### src/rtl/ecc_ladder_seq.sv
// ecc_ladder_seq: Montgomery-ladder control sequencer for 256-bit scalar
// multiplication. Walks the scalar MSB-first. Each iteration launches the add
// and double units together, waits for both of them to finish, and commits the
// two results. The iteration count is fixed, so the run time does not depend
// on the scalar value.
`timescale 1ns/1ps
module ecc_ladder_seq #(
  parameter int K_WIDTH = 256,
  parameter int IDX_W   = 9,
  parameter int TIMEOUT = 4096
) (
  input  logic               i_clk,
  input  logic               i_rst,
  input  logic               i_start,
  input  logic [K_WIDTH-1:0] i_k,
  input  logic               i_add_done,
  input  logic               i_dbl_done,
  output logic               o_busy,
  output logic               o_load_init,
  output logic               o_add_start,
  output logic               o_dbl_start,
  output logic               o_kbit,
  output logic               o_wr_en,
  output logic [IDX_W-1:0]   o_bit_idx,
  output logic               o_done,
  output logic               o_err
);

  localparam int WD_W = $clog2(TIMEOUT + 1);

  typedef enum logic [2:0] {
    S_IDLE, S_INIT, S_ISSUE, S_WAIT, S_COMMIT, S_DONE
  } state_t;

  state_t             state, state_nx;
  // The scalar is held left-aligned and shifted once per commit, so the MSB
  // is always the bit at index idx. This avoids a wide 256:1 bit-select mux.
  logic [K_WIDTH-1:0] k_reg;
  logic [IDX_W-1:0]   idx;
  logic               add_seen, dbl_seen;
  logic [WD_W-1:0]    wd_cnt;
  logic               err_q;
  logic               both_done, wd_hit;

  // A done pulse that arrives in the same cycle counts toward completion.
  assign both_done = (add_seen | i_add_done) & (dbl_seen | i_dbl_done);
  assign wd_hit    = (wd_cnt == WD_W'(TIMEOUT - 1));

  // State register plus the ladder bookkeeping (scalar, index, flags, watchdog)
  always_ff @(posedge i_clk) begin
    if (i_rst) begin
      state    <= S_IDLE;
      k_reg    <= '0;
      idx      <= '0;
      add_seen <= 1'b0;
      dbl_seen <= 1'b0;
      wd_cnt   <= '0;
      err_q    <= 1'b0;
    end else begin
      state <= state_nx;
      unique case (state)
        S_IDLE: if (i_start) begin
          k_reg <= i_k;
          idx   <= IDX_W'(K_WIDTH - 1);
          err_q <= 1'b0;
        end
        S_ISSUE: begin
          add_seen <= 1'b0;
          dbl_seen <= 1'b0;
          wd_cnt   <= '0;
        end
        S_WAIT: begin
          if (i_add_done) add_seen <= 1'b1;
          if (i_dbl_done) dbl_seen <= 1'b1;
          if (!both_done) begin
            if (wd_hit) err_q  <= 1'b1;
            else        wd_cnt <= wd_cnt + 1'b1;
          end
        end
        S_COMMIT: if (idx != '0) begin
          idx   <= idx - 1'b1;
          k_reg <= k_reg << 1;
        end
        default: ;
      endcase
    end
  end

  // Next-state decode and Moore strobes; nothing is exposed while idle
  always_comb begin
    state_nx    = state;
    o_busy      = (state != S_IDLE);
    o_load_init = 1'b0;
    o_add_start = 1'b0;
    o_dbl_start = 1'b0;
    o_wr_en     = 1'b0;
    o_done      = 1'b0;
    o_err       = 1'b0;
    o_kbit      = 1'b0;
    o_bit_idx   = '0;
    if (state != S_IDLE) begin
      o_kbit    = k_reg[K_WIDTH-1];
      o_bit_idx = idx;
    end
    unique case (state)
      S_IDLE:  if (i_start) state_nx = S_INIT;
      S_INIT: begin
        o_load_init = 1'b1;
        state_nx    = S_ISSUE;
      end
      S_ISSUE: begin
        o_add_start = 1'b1;
        o_dbl_start = 1'b1;
        state_nx    = S_WAIT;
      end
      S_WAIT: begin
        if (both_done)   state_nx = S_COMMIT;
        else if (wd_hit) state_nx = S_DONE;
      end
      S_COMMIT: begin
        o_wr_en  = 1'b1;
        state_nx = (idx == '0) ? S_DONE : S_ISSUE;
      end
      S_DONE: begin
        o_done   = 1'b1;
        o_err    = err_q;
        state_nx = S_IDLE;
      end
      default: state_nx = S_IDLE;
    endcase
  end

endmodule

### config.mk
export PLATFORM = sky130hd
export DESIGN_NAME = ecc_ladder_seq
export DESIGN_NICKNAME = d
export VERILOG_FILES = /design/src/rtl/ecc_ladder_seq.sv
export SDC_FILE = /design/constraint.sdc
export NUM_CORES = 1
export LEC_CHECK = 0
export CAP_MARGIN = 0
export CORE_MARGIN = 2
export CORE_UTILIZATION = 30
export CTS_BUF_LIST = sky130_fd_sc_hd__clkbuf_8
export DETAILED_ROUTE_END_ITERATION = 8
export PLACE_DENSITY = 0.54
export SYNTH_ARGS = -nofsm -noshare
export SYNTH_HDL_FRONTEND = slang
export SYNTH_SLANG_ARGS = --single-unit
### constraint.sdc
create_clock -name i_clk -period 2.05 [get_ports i_clk]
set_input_delay 0.5125 -clock i_clk [delete_from_list [all_inputs] [get_ports i_clk]]
set_output_delay 0.5125 -clock i_clk [all_outputs]
set_load 0.01 [all_outputs]
==> results.toml <==
[outcome]
violations = "negative setup slack"
outcome = "complete, but fails checks"

[synth]
ys_warn_count = 0
synth_nets = 1910
netlist-cell-type-count = 55
syn-mean-instance-area_um2 = 8.91
syn-cell-area_um2 = 14700
ys_seq_elements = 284
yosysSeqAreaShare_pct = 38.7
synthCells = 1647

[die]
core_um2 = 48600
die_y_um = 225
dieArea_um2 = 50700
io_pins = 278
fp.dieW_um = 225
start_util_pct = 30.2
rows = 81

[route]
drtIter0Drc = 872
routed_via_density = 5.22
routedWlPerCell_um = 18.2
drt-total-wl_um = 47500
drtPass1Iterations = 5
drc = 0
vias = 13590
ant_nets = 0

[place]
placedCellCount = 2467
io_buffer_count = 277
dpl-instance-area_um2 = 18600
dp_hpwl_um = 29100
place.gp.congestion = 0.788

[power]
p_per_area_nw_per_um2 = 835
power_leakage_nw = 7.51
vdd_drop_max_mv = 0.331
finalPower_mw = 17.4

[setup_path]
critPathCaptureType = "primary output"
worstPathArrival_ns = 1.62
critPathMaxFanout = 8
r2r_slack_ns = -0.02
required_ns = 1.54
r2r_cells = 10
critPathKind = "reg2out"
r2r_end = "k_reg[160]"
cp-start-kind = "flop"
r2r_start = "state[1]"

[cells_and_area]
layout_commonest_cell = "nand2_1"
design_area_um2 = 20900
fin_nets = 2213
drive_gt1_share_pct = 28.6
final_cell_mix = "nand2_1 (517), dfxtp_1 (279), clkdlybuf4s50_1 (259)"
area.growth.synth_to_final_pct = 42.2
fin_util_pct = 42.9
fin_cells = 2605
largest_register_ffs = 256

[clock_tree]
clock-sinks = 284
clk_latency_ns = 0.63
cts_tree = "built"
path_clk_slew_ns = 0.06
cts_buffers = 51
cts.path.max_buffers = 3
root_buffer = "clkbuf_8"
cts-htree-levels = 2
ctsHoldBuffers = 0

[sta]
slew_violations = 0
fin_hold_ws_ns = 0.220
worst_pin_slew_ns = 0.653
clock_skew_ns = 0.0272
relSlewSlack_pct = 56.4
final-setup-viol-count = 17
period_minus_slack_ns = 2.13
setup_ws_ns = -0.0803
post-route-period-util_pct = 104
fmax_mhz = 469
finalHoldViolations = 0
rsz0062_at_grt = "true"

[flow_run]
maxCapViolations = 0

[worst_hold_path]
hold_path.class = "in2reg"
holdCritStartpoint = "i_rst"
hold_depth = 2
whs_endpoint = "dbl_seen"

[global_routing]
grt_util_all_layers_pct = 17.1
grt_pass1_vias = 13559
overflow = 0
grt_max_degree = 138
antenna_found_initial = 1
grt_pass1_wl_um = 71100
==> how the worst max path moves through the flow <==
stage / end / slack [ns] / startpoint / depth (start not counted)
CTS: o_add_start / -0.12 / state[1] / 3
global route: o_bit_idx[4] / -0.17 / state[2] / 4
finish: o_bit_idx[3] / -0.08 / state[2] / 4
detailed placement: k_reg[214] / -0.14 / i_start / 6
floorplan: k_reg[197] / 0.20 / idx[0] / 8
global placement: k_reg[233] / -0.12 / i_start / 6
==> timing repair <==
action | in CTS | in global routing
gates resized for setup | 107 | 79
gates cloned | 2 | 29
setup endpoints to repair | 121 | 128
pin swaps | 6 | 196
setup buffers | 13 | 11
==> routing by layer <==
| metal | vias up | GRT usage [%] | wire length (um) |
|---|---|---|---|
| li1 | 6633 | - | - |
| met1 | 6555 | 22.9 | 22000 |
| met2 | 334 | 28.0 | 22600 |
| met3 | 68 | 3.21 | 2110 |
| met4 | 0 | 4.70 | 831 |
| met5 | - | 0 | 0 |
==> kinds of logic after synthesis <==
kind of cell,after synthesis,share of synthesized area [%]
and+or+nand+nor,599,16.9
AOI/OAI and AO/OA,566,37.1
DFF,284,38.7
buffers and inverters,195,7.06
adders and majority gates,2,0.170
xor gates and xnor gates,1,0.0597
==> critical path, cell delays in order, from the launching register on <==
cell and delay (ns):
dfxtp_4 0.37, nor3_4 0.23, inv_2 0.10, and2_1 0.16
buf_2 0.13
==> power breakdown <==
| part | switching [mW] | internal (mW) |
|---|---|---|
| clock | 2.44 | 2.75 |
| sequential | 0.476 | 6.33 |
| combinational | 2.54 | 2.89 |
| total | 5.46 | 12.0 |
==> Yosys cell counts, drive strengths merged <==
| master | n | area share (%) |
|---|---|---|
| a31oi | 5 | 0.21 |
| o21a | 2 | 0.10 |
| nor4 | 4 | 0.32 |
| o311a | 1 | 0.068 |
| clkbuf | 106 | 2.7 |
| and4 | 2 | 0.12 |
| o21ai | 3 | 0.10 |
| a21o | 2 | 0.10 |
| and3 | 1 | 0.043 |
| o22ai | 2 | 0.085 |
| or3b | 1 | 0.060 |
| nand2b | 2 | 0.085 |
| o211ai | 2 | 0.10 |
| o31ai | 9 | 0.46 |
| nor3 | 5 | 0.20 |
| a31o | 1 | 0.060 |
| and3b | 2 | 0.12 |
| buf | 77 | 4.0 |
| o41ai | 3 | 0.18 |
| nor4b | 2 | 0.12 |
| nand4 | 6 | 0.26 |
| ha | 2 | 0.17 |
| nand3 | 5 | 0.17 |
| nor2 | 18 | 0.62 |
| o21ba | 1 | 0.068 |
| and2 | 11 | 0.47 |
| or3 | 3 | 0.13 |
| a21oi | 273 | 9.3 |
| nor3b | 1 | 0.051 |
| o311ai | 1 | 0.060 |
| a311oi | 255 | 26 |
| nand4b | 2 | 0.12 |
| xnor2 | 1 | 0.060 |
| a211oi | 3 | 0.15 |
| or2 | 3 | 0.13 |
| nand2 | 519 | 13 |
| nand3b | 2 | 0.10 |
| a22oi | 2 | 0.10 |
| dfxtp | 284 | 39 |
| inv | 12 | 0.31 |
| o21bai | 1 | 0.051 |
| or4 | 10 | 0.51 |
==> metrics by stage <==
| step | setup WS (ns) | TNS [ns] |
|---|---|---|
| final | -0.0803 | -0.867 |
| after global routing | -0.172 | -4.41 |
| after CTS | -0.121 | -1.45 |
| after detailed placement | -0.143 | -19.99 |
| after global placement | -0.122 | -17.97 |
| after floorplan | 0.202 | 0 |
==> cell type report <==
class                           instances  area [um^2]
Fill cell                            4744        27800
Multi-Input combinational cell       1168         8250
Sequential cell                       284         5700
Timing Repair Buffer                  433         5140
Clock buffer                           60          826
Tap cell                              622          778
Clock inverter                         25          133
Inverter                               12         55.1
Antenna cell                            1         2.50
(Power assumes the default switching activity.)
